<file path="src/rtl/jt49_seq_pkg.sv">
// Shared definitions for the jt49 command sequencer: command op codes,
// FSM state encodings, the envelope-shape register index and the queued
// command layout.
package jt49_seq_pkg;

    localparam logic [1:0] OP_WRITE = 2'b00;
    localparam logic [1:0] OP_WAIT  = 2'b01;
    localparam logic [1:0] OP_END   = 2'b10;
    localparam logic [1:0] OP_RSV   = 2'b11;

    localparam logic [2:0] S_IDLE  = 3'd0;
    localparam logic [2:0] S_ADDR  = 3'd1;
    localparam logic [2:0] S_GAP   = 3'd2;
    localparam logic [2:0] S_DATA  = 3'd3;
    localparam logic [2:0] S_RECOV = 3'd4;
    localparam logic [2:0] S_WAIT  = 3'd5;
    localparam logic [2:0] S_DONE  = 3'd6;

    // Writing the envelope shape restarts the envelope, so it is never elided.
    localparam logic [3:0] ENV_SHAPE_REG = 4'd13;

    typedef struct packed {
        logic [1:0]  op;
        logic [11:0] arg;
    } seq_cmd_t;

    // Bus pin encoding {bdir,bc1} for a state; read (01) is never produced.
    function automatic logic [1:0] bus_code(input logic [2:0] st);
        case (st)
            S_ADDR:  bus_code = 2'b11;
            S_DATA:  bus_code = 2'b10;
            default: bus_code = 2'b00;
        endcase
    endfunction

endpackage

</file>
<file path="src/rtl/jt49_seq_fifo.sv">
// Single-clock synchronous command FIFO. Push and pop only take effect on
// clk_en ticks; a push while full or a pop while empty is ignored.
module jt49_seq_fifo #(
    parameter int AW = 3,
    parameter int DW = 14
) (
    input  logic          clk,
    input  logic          rst_n,
    input  logic          clk_en,
    input  logic          push,
    input  logic          pop,
    input  logic [DW-1:0] wr_data,
    output logic [DW-1:0] rd_data,
    output logic [AW:0]   level,
    output logic          full,
    output logic          empty
);
    localparam int DEPTH = 1 << AW;

    logic [AW-1:0] wr_ptr_q, wr_ptr_d, rd_ptr_q, rd_ptr_d;
    logic [AW:0]   level_q, level_d;
    logic [DW-1:0] mem_q [DEPTH];
    logic          do_push, do_pop;

    assign full    = (level_q == (AW+1)'(DEPTH));
    assign empty   = (level_q == '0);
    assign level   = level_q;
    assign rd_data = mem_q[rd_ptr_q];

    // Pointer and occupancy update for accepted push/pop.
    always_comb begin
        do_push  = clk_en && push && !full;
        do_pop   = clk_en && pop && !empty;
        wr_ptr_d = wr_ptr_q + AW'(do_push);
        rd_ptr_d = rd_ptr_q + AW'(do_pop);
        level_d  = level_q;
        case ({do_push, do_pop})
            2'b10:   level_d = level_q + 1'b1;
            2'b01:   level_d = level_q - 1'b1;
            default: level_d = level_q;
        endcase
    end

    // Pointer registers; reset flushes the FIFO without clearing storage.
    always_ff @(posedge clk) begin
        if (!rst_n) begin
            wr_ptr_q <= '0;
            rd_ptr_q <= '0;
            level_q  <= '0;
        end else begin
            wr_ptr_q <= wr_ptr_d;
            rd_ptr_q <= rd_ptr_d;
            level_q  <= level_d;
        end
    end

    // Entry storage.
    always_ff @(posedge clk) begin
        if (do_push) mem_q[wr_ptr_q] <= wr_data;
    end

endmodule

</file>
<file path="src/rtl/jt49_cmd_seq.sv">
// Register-write sequencer for jt49_bus: drains queued commands and drives
// the bdir/bc1/din pins with timed address-latch and data-write phases.
// Optional macro JT49_SEQ_SHADOW_EN keeps a shadow of written register values
// and drops writes that would not change the chip state.
//
// state | meaning
// IDLE  | pop and decode next command
// ADDR  | latch address, {bdir,bc1}=11 for HOLD ticks
// GAP   | bus inactive for one tick, din held
// DATA  | write data, {bdir,bc1}=10 for HOLD ticks
// RECOV | bus inactive for HOLD ticks
// WAIT  | bus inactive for count<<WAIT_SHIFT ticks
// DONE  | END executed, terminal until reset
module jt49_cmd_seq
    import jt49_seq_pkg::*;
#(
    parameter int HOLD       = 8,
    parameter int FIFO_AW    = 3,
    parameter int WAIT_SHIFT = 4
) (
    input  logic               clk,
    input  logic               rst_n,
    input  logic               clk_en,
    input  logic               cmd_valid,
    output logic               cmd_ready,
    input  logic [1:0]         cmd_op,
    input  logic [11:0]        cmd_arg,
    output logic               bdir,
    output logic               bc1,
    output logic [7:0]         din,
    output logic               busy,
    output logic               done,
    output logic               err,
    output logic [FIFO_AW:0]   level
);
    localparam int PCW = $clog2(HOLD) + 1;
    localparam int WCW = 8 + WAIT_SHIFT;

    logic [2:0]     state_q, state_d;
    logic [PCW-1:0] pcnt_q, pcnt_d;
    logic [WCW-1:0] wcnt_q, wcnt_d;
    logic [3:0]     addr_q, addr_d, last_addr_q, last_addr_d;
    logic [7:0]     data_q, data_d, din_q, din_d;
    logic           last_vld_q, last_vld_d, err_q, err_d;
    logic           bdir_q, bdir_d, bc1_q, bc1_d;
    logic           pop, fifo_full, fifo_empty, shadow_hit;
    logic [13:0]    fifo_rd;
    seq_cmd_t       head;

    // Commands are only transferred on clk_en ticks, so the host shares clk_en.
    jt49_seq_fifo #(.AW(FIFO_AW), .DW(14)) u_fifo (
        .clk     (clk),
        .rst_n   (rst_n),
        .clk_en  (clk_en),
        .push    (cmd_valid),
        .pop     (pop),
        .wr_data ({cmd_op, cmd_arg}),
        .rd_data (fifo_rd),
        .level   (level),
        .full    (fifo_full),
        .empty   (fifo_empty)
    );

    assign head      = seq_cmd_t'(fifo_rd);
    assign cmd_ready = !fifo_full;
    assign busy      = (state_q != S_IDLE) || !fifo_empty;
    assign done      = (state_q == S_DONE);
    assign err       = err_q;
    assign bdir      = bdir_q;
    assign bc1       = bc1_q;
    assign din       = din_q;

`ifdef JT49_SEQ_SHADOW_EN
    logic [7:0]  shadow_q [16];
    logic [15:0] shadow_vld_q, shadow_vld_d;
    logic        shadow_wr;

    assign shadow_wr  = (state_d == S_DATA) && (state_q != S_DATA);
    assign shadow_hit = (head.arg[11:8] != ENV_SHAPE_REG) && shadow_vld_q[head.arg[11:8]]
                        && (shadow_q[head.arg[11:8]] == head.arg[7:0]);

    // Mark a register as known once its data phase starts.
    always_comb begin
        shadow_vld_d = shadow_vld_q;
        if (shadow_wr) shadow_vld_d[addr_d] = 1'b1;
    end

    // Shadow valid bits clear on reset so every register is written once.
    always_ff @(posedge clk) begin
        if (!rst_n) shadow_vld_q <= '0;
        else        shadow_vld_q <= shadow_vld_d;
    end

    // Shadow value storage.
    always_ff @(posedge clk) begin
        if (shadow_wr) shadow_q[addr_d] <= data_d;
    end
`else
    assign shadow_hit = 1'b0;
`endif

    // Next-state, counters and registered bus pins derived from the next state.
    always_comb begin
        state_d     = state_q;
        pcnt_d      = pcnt_q;
        wcnt_d      = wcnt_q;
        addr_d      = addr_q;
        data_d      = data_q;
        last_addr_d = last_addr_q;
        last_vld_d  = last_vld_q;
        err_d       = err_q;
        pop         = 1'b0;
        if (clk_en) begin
            case (state_q)
                S_IDLE: begin
                    if (!fifo_empty) begin
                        pop = 1'b1;
                        case (head.op)
                            OP_WRITE: begin
                                if (!shadow_hit) begin
                                    addr_d = head.arg[11:8];
                                    data_d = head.arg[7:0];
                                    pcnt_d = PCW'(HOLD - 1);
                                    if (last_vld_q && (head.arg[11:8] == last_addr_q)) begin
                                        state_d = S_DATA;
                                    end else begin
                                        state_d     = S_ADDR;
                                        last_addr_d = head.arg[11:8];
                                        last_vld_d  = 1'b1;
                                    end
                                end
                            end
                            OP_WAIT: begin
                                if (head.arg[7:0] != 8'h00) begin
                                    state_d = S_WAIT;
                                    wcnt_d  = (WCW'(head.arg[7:0]) << WAIT_SHIFT) - WCW'(1);
                                end
                            end
                            OP_END:  state_d = S_DONE;
                            default: err_d = 1'b1;
                        endcase
                    end
                end
                S_ADDR: begin
                    if (pcnt_q == '0) state_d = S_GAP;
                    else              pcnt_d  = pcnt_q - 1'b1;
                end
                S_GAP: begin
                    state_d = S_DATA;
                    pcnt_d  = PCW'(HOLD - 1);
                end
                S_DATA: begin
                    if (pcnt_q == '0) begin
                        state_d = S_RECOV;
                        pcnt_d  = PCW'(HOLD - 1);
                    end else begin
                        pcnt_d = pcnt_q - 1'b1;
                    end
                end
                S_RECOV: begin
                    if (pcnt_q == '0) state_d = S_IDLE;
                    else              pcnt_d  = pcnt_q - 1'b1;
                end
                S_WAIT: begin
                    if (wcnt_q == '0) state_d = S_IDLE;
                    else              wcnt_d  = wcnt_q - 1'b1;
                end
                S_DONE:  state_d = S_DONE;
                default: state_d = S_IDLE;
            endcase
        end
        {bdir_d, bc1_d} = bus_code(state_d);
        din_d = din_q;
        if (state_d == S_ADDR)      din_d = {4'h0, addr_d};
        else if (state_d == S_DATA) din_d = data_d;
    end

    // State and output registers; reset abandons any bus cycle in progress.
    always_ff @(posedge clk) begin
        if (!rst_n) begin
            state_q     <= S_IDLE;
            pcnt_q      <= '0;
            wcnt_q      <= '0;
            addr_q      <= '0;
            data_q      <= '0;
            last_addr_q <= '0;
            last_vld_q  <= 1'b0;
            err_q       <= 1'b0;
            bdir_q      <= 1'b0;
            bc1_q       <= 1'b0;
            din_q       <= '0;
        end else begin
            state_q     <= state_d;
            pcnt_q      <= pcnt_d;
            wcnt_q      <= wcnt_d;
            addr_q      <= addr_d;
            data_q      <= data_d;
            last_addr_q <= last_addr_d;
            last_vld_q  <= last_vld_d;
            err_q       <= err_d;
            bdir_q      <= bdir_d;
            bc1_q       <= bc1_d;
            din_q       <= din_d;
        end
    end

endmodule

</file>
<file path="config.mk">
export PLATFORM = sky130hd
export DESIGN_NAME = jt49_cmd_seq
export DESIGN_NICKNAME = d
export VERILOG_FILES = /design/src/rtl/jt49_seq_pkg.sv /design/src/rtl/jt49_seq_fifo.sv /design/src/rtl/jt49_cmd_seq.sv
export SDC_FILE = /design/constraint.sdc
export NUM_CORES = 1
export LEC_CHECK = 0
export BUFFER_PORTS_ARGS = -buffer_cell sky130_fd_sc_hd__buf_2
export CORE_ASPECT_RATIO = 1.5
export CORE_MARGIN = 4
export CORE_UTILIZATION = 47
export CTS_CLUSTER_DIAMETER = 40
export DETAILED_ROUTE_END_ITERATION = 6
export PLACE_DENSITY = 0.74
export SYNTH_ARGS = -nofsm -noshare
export SYNTH_HDL_FRONTEND = slang
export SYNTH_HIERARCHICAL = 1
export SYNTH_SLANG_ARGS = --single-unit
</file>
<file path="constraint.sdc">
create_clock -name clk -period 6.6 [get_ports clk]
set_clock_uncertainty 0.05 [all_clocks]
set_input_delay 0 -clock clk [delete_from_list [all_inputs] [get_ports clk]]
set_output_delay 0 -clock clk [all_outputs]
set_load 0.01 [all_outputs]
</file>
## Yosys cells after proc, flatten, opt, wreduce, memory -nomap -nowiden

Memory sizes are Yosys's and may differ from the RTL's. A register that Yosys moved wholly into a read port is not among the register bits.
Index checks and enable logic that the tools add are counted.

- Memories: 1
- Output and inout port bits: 18
- Logic and storage cells: 111
- Bits in read-only memories: 0
- Bits of input ports: 18
- Flip-flop bits (word level): 57
- Latch bits: 0
- Memory bits (writable): 112

- Bitwise gates (word level): 4
- Order comparisons: 0
- Divide/modulo/power cells: 0
- Eq/ne operators: 20
- Reduce and logical (&&, ||, !) cells: 26
- $mul: 0
- Mux-type cells: 38
- Shift operators: 0
- $add $sub $neg: 7

Memories:

| name | depth | bits a word | rd ports | clocked after memory_dff | wr ports | line | source |
|---|---|---|---|---|---|---|---|
| u_fifo.mem_q | 8 | 14 | 1 | 1 | 1 | jt49_seq_fifo.sv:22 | `logic [DW-1:0] mem_q [DEPTH];` |

Operator list:

| kind | count |
|---|---|
| 12-bit two-way mux | 4 |
| 4-bit two-way mux | 10 |
| 8-bit two-way mux | 4 |
| 3-bit two-way mux | 8 |
| 12-bit one-hot mux with 2 select lines | 1 |
| 12-bit by 1-bit subtractor with 12-bit output, second input constant | 2 |
| 3-bit one-hot mux with 7 select lines | 1 |
| 4-bit one-hot mux with 4 select lines | 1 |
| 12-bit logical NOT | 1 |
| 5-bit AND reduction | 2 |
| 3-bit by 2-bit == test with 1-bit output, second input constant | 3 |
| 3-bit == test, second input constant | 3 |
| 3-bit one-hot mux with 3 select lines | 1 |
| 4-bit logical NOT | 2 |
| 2-bit inequality test, second input constant | 4 |
| 4-bit one-hot mux with 2 select lines | 1 |
| 8-bit nonzero test | 1 |
| 4-bit by 1-bit subtractor with 4-bit output, second input constant | 2 |
| 3-bit by 1-bit adder with 3-bit output | 2 |
| 3-bit by 1-bit == test with 1-bit output, second input constant | 2 |
| 6-bit AND reduction | 1 |
| 2-bit nonzero test | 3 |
| 1-bit logical AND | 5 |
| 1-bit two-way mux | 5 |
| other kinds (18) | 26 |

## Logic depth before layout (Yosys ltp)

- Word-level depth: 10
- Mapped depth: 14
- Gate-level depth less buffers: 13

## Hierarchy

Netlist, hierarchy kept.

Modules (own cells, without submodules):

| module | seq. area each (µm²) | times used | cells an instance | area an instance (µm²) |
|---|---|---|---|---|
| jt49_seq_fifo | 3563.4 | 1 | 229 | 4888.4 |
| jt49_cmd_seq | 940.9 | 1 | 342 | 2753.9 |

## Worst setup path after synthesis

No wires, ideal clock.

- Path type: reg-to-reg
- Start: register u_fifo/rd_ptr_q[0] (netlist name)
- End: register din_q[4], in the netlist din[4]
- Arrival: 2.999 ns
- Data required time: 6.478 ns
- Path buffers: 3
- Path slack: 3.479 ns
- Stages on the path, launching flop included: 13
- Setup time: 0.072 ns
- Period minus slack after synthesis: 3.121 ns
- Cell sequence: dfxtp_1 buf_6 buf_6 mux4_1 mux2_2 inv_1 ha_1 nor3b_1 a21oi_1 o311ai_2 and4_1 buf_4 mux2i_1

RTL lines:

| what | line | source |
|---|---|---|
| end signal, assigned | jt49_cmd_seq.sv:203 | `din_q <= din_d;` |
| end, declared | jt49_cmd_seq.sv:43 | `logic [7:0] data_q, data_d, din_q, din_d;` |

==> flow_summary.json <==
{
  "worstPathMaxFanout": 29,
  "seq_area_frac_synth_pct": 58.9,
  "synth_edf_count": 112,
  "initial_utilization_pct": 48.3,
  "vias_per_cell": 6.06,
  "period_needed_ns": 4.03,
  "overflow": 0,
  "io_pins": 36,
  "row_count": 56,
  "cts_max_level": 4,
  "worstMarginPinSlew_ns": 1.29,
  "portBuffers": 35,
  "clock-root-buffer": "clkbuf_16",
  "maxSlewViolCount": 0,
  "drt_iter0_markers": 439,
  "grt_max_degree": 31,
  "async_flop_share_pct": 0,
  "cp.required_ns": 6.90,
  "antenna_left": 0,
  "gp_congestion": 0.846,
  "fin_hold_ws_ns": 0.00765,
  "cts_buffers": 17,
  "drc": 0,
  "rsz0062_at_grt": "no",
  "drive_above_1_share_pct": 17.1,
  "setup_viol": 0,
  "layout.nets": 641,
  "area_growth_pct": 14.3,
  "grt_use_total_pct": 17.9,
  "cp.arrival_ns": 4.33,
  "wl_per_cell_um": 19.6,
  "power_density_mw_per_mm2": 272,
  "grt_first_pass_wirelength_mm": 25.8,
  "relSlewSlack_pct": 14.0,
  "cp-start-kind": "flop",
  "grt_pass1_vias": 4969,
  "cts_buffer_depth": 2,
  "layout_worst_path_cycle_share_pct": 61.0,
  "sequentialPowerShare_pct": 49.1,
  "clkSinkCount": 169,
  "clk_pin_slew_ns": 0.07,
  "hold_violations": 0,
  "synth_cell_types": 68,
  "clkPwrFrac_pct": 42.5,
  "hold_class": "in -> reg",
  "wl_mm": 16.2,
  "path_class": "reg -> reg",
  "power.leakage_nw": 3.04,
  "fin_setup_tns_ns": 0,
  "dp_hpwl_mm": 10.6,
  "p_comb_share_pct": 8.3,
  "drv_cap": 0,
  "status": "completed",
  "max_freq_ghz": 0.248,
  "antenna_cells": 0,
  "syn_inst": 571,
  "drtPass1Iterations": 5,
  "synth_area_per_cell_sq_um": 13.4,
  "die_x_um": 112,
  "synth_top_flop_cell": "edfxtp_1",
  "antenna_found_initial": 0,
  "p_sw_share_pct": 25.3,
  "yosysWarnings": 6,
  "fp.dieH_um": 164,
  "syn-cell-area_sq_mm": 0.00764,
  "cts_tree": "built",
  "worst_setup_path_end_kind": "flop",
  "synth_seq_cells": 169,
  "internal_power_mw": 1.78,
  "switchingPower_mw": 0.601,
  "peakVddDrop_uv": 125,
  "clk_latency_ns": 0.42,
  "die_area_sq_mm": 0.0184,
  "synth_nets": 601,
  "core_area_sq_mm": 0.0158,
  "num_vias": 5013
}
==> routing by layer <==
layer  routed length, um  track usage [%]  up-vias
li1                    -                -     2338
met1                6320             20.3     2472
met2                8780             32.6      160
met4                 500             7.76        0
met5                   0                0        -
met3                 594             3.46       43
==> repair_timing <==
item                                   4_1_cts  5_1_grt
setup endpoints to repair                    0        0
buffers inserted                             0        0
endpoints found under the hold margin      112        0
resized for setup                            0        0
hold buffers                                14        0
==> per-stage QoR <==
stage | cell area [sq um] | instances | worst slack, ns | util [%] | total power [mW]
after global routing | 8740 | 827 | 2.29 | 55.2 | 2.46
final | 8740 | 827 | 2.57 | 55.2 | 2.38
after global placement | 7980 | 781 | 2.83 | 50.4 | 1.37
after detailed placement | 7980 | 781 | 2.65 | 50.4 | 1.38
after floorplan | 7640 | 571 | 3.48 | - | 1.32
after CTS | 8740 | 827 | 2.60 | 55.2 | 2.39
==> final timing paths <==
kind	slack, ns	startpoint	to	cells past startpoint
max	2.57	u_fifo/rd_ptr_q[1]$_SDFF_PN0_	din[5]$_SDFFE_PP0N_	9
max reg2reg	2.57	u_fifo/rd_ptr_q[1]$_SDFF_PN0_	din[5]$_SDFFE_PP0N_	9
min	0.008	rst_n	pcnt_q[3]$_SDFFE_PN0P_	2
min reg2reg	0.42	din[4]$_SDFFE_PP0N_	din[4]$_SDFFE_PP0N_	2
==> cell usage after synthesis (2+ instances only) <==
cell type / number / area (sq um)
a211o_1: 2 / 17.5
a21oi_1: 35 / 175
a31oi_1: 9 / 56.3
a41oi_1: 5 / 43.8
and2_1: 12 / 75.1
and3_1: 4 / 25.0
buf_1: 3 / 11.3
buf_2: 6 / 30.0
buf_6: 3 / 33.8
clkbuf_1: 19 / 71.3
dfxtp_1: 57 / 1140
edfxtp_1: 112 / 3360
ha_1: 12 / 150
inv_1: 22 / 82.6
mux2_2: 14 / 158
mux2i_1: 10 / 100
mux4_1: 25 / 657
mux4_2: 3 / 67.6
nand2_1: 24 / 90.1
nand2b_1: 7 / 43.8
nand3_1: 7 / 35.0
nand3b_1: 2 / 15.0
nand4_1: 17 / 106
nor2_1: 30 / 113
nor2b_1: 2 / 12.5
nor3_1: 16 / 80.1
nor3b_1: 4 / 30.0
nor4_1: 3 / 18.8
nor4bb_1: 3 / 30.0
o211ai_1: 3 / 22.5
o21a_1: 5 / 37.5
o21ai_0: 25 / 125
o221a_2: 2 / 22.5
o31a_1: 2 / 17.5
o31ai_1: 22 / 165
or3_1: 4 / 25.0
or4_1: 2 / 15.0
xnor2_1: 4 / 35.0
xor2_1: 5 / 43.8
==> power by group through the flow <==
stage          clock [mW]  combinational, mW  sequential [mW]
6_report             1.01              0.198             1.17
5_1_grt              1.08              0.218             1.17
4_1_cts              1.03              0.197             1.17
3_5_place_dp            0              0.189             1.19
3_3_place_gp            0              0.182             1.19
2_1_floorplan           0              0.132             1.19
==> kinds of logic after synthesis <==
group,count (synthesis),synth area share [%]
AO/OA/AOI/OAI,125,10.9
XOR/XNOR,9,1.03
adder cells (fa/ha/maj),12,1.96
buffers and inverters,55,3.16
flip-flops,169,58.9
multiplexers,52,12.9
AND/OR/NAND/NOR,149,11.1
==> final cells by class <==
class / instances / area (sq um)
inverters: 22 / 82.6
well taps: 203 / 254
repair buffers: 54 / 353
clock buffers: 17 / 425
flip-flops and latches: 169 / 4500
multi-input cells: 347 / 2920
clock inverters: 15 / 196
fillers: 1262 / 7100
==> cell usage in the layout (no fill, tap or decap), types with 3 or more instances in the layout <==
| cell type | count |
|---|---|
| edfxtp_1 | 112 |
| dfxtp_1 | 57 |
| a21oi_1 | 35 |
| buf_2 | 35 |
| o21ai_0 | 25 |
| mux4_1 | 25 |
| nand2_1 | 24 |
| nor2_1 | 24 |
| inv_1 | 22 |
| o31ai_1 | 22 |
| nand4_1 | 17 |
| clkbuf_16 | 17 |
| nor3_1 | 14 |
| dlygate4sd3_1 | 14 |
| mux2_2 | 14 |
| and2_1 | 12 |
| ha_1 | 12 |
| mux2i_1 | 10 |
| a31oi_1 | 9 |
| nand2b_1 | 7 |
| nand3_1 | 7 |
| inv_8 | 6 |
| nor2_2 | 6 |
| xor2_1 | 5 |
| a41oi_1 | 5 |
| o21a_1 | 5 |
| buf_4 | 5 |
| and3_1 | 4 |
| nor3b_1 | 4 |
| xnor2_1 | 4 |
| or3_1 | 4 |
| clkinv_8 | 4 |
| o211ai_1 | 3 |
| nor4_1 | 3 |
| nor4bb_1 | 3 |
| mux4_2 | 3 |
==> worst max-delay path, cell delays in order, from the launching register on <==
cell      delay (ns)
dfxtp_1         1.18
mux4_2          0.43
mux2_2          0.32
inv_1           0.11
ha_1            0.14
nor3b_1         0.33
a21oi_1         0.16
o311ai_2        0.47
and4_1          0.50
mux2i_1         0.25
==> registers in the layout, summed over array words and instances (netlist names), 3 cells and up <==
name             flops
u_fifo/mem_q       112
wcnt_q              12
data_q               8
din                  8
addr_q               4
last_addr_q          4
pcnt_q               4
u_fifo/level         4
state_q              3
u_fifo/rd_ptr_q      3
u_fifo/wr_ptr_q      3
Power figures use the tool's default switching activity.
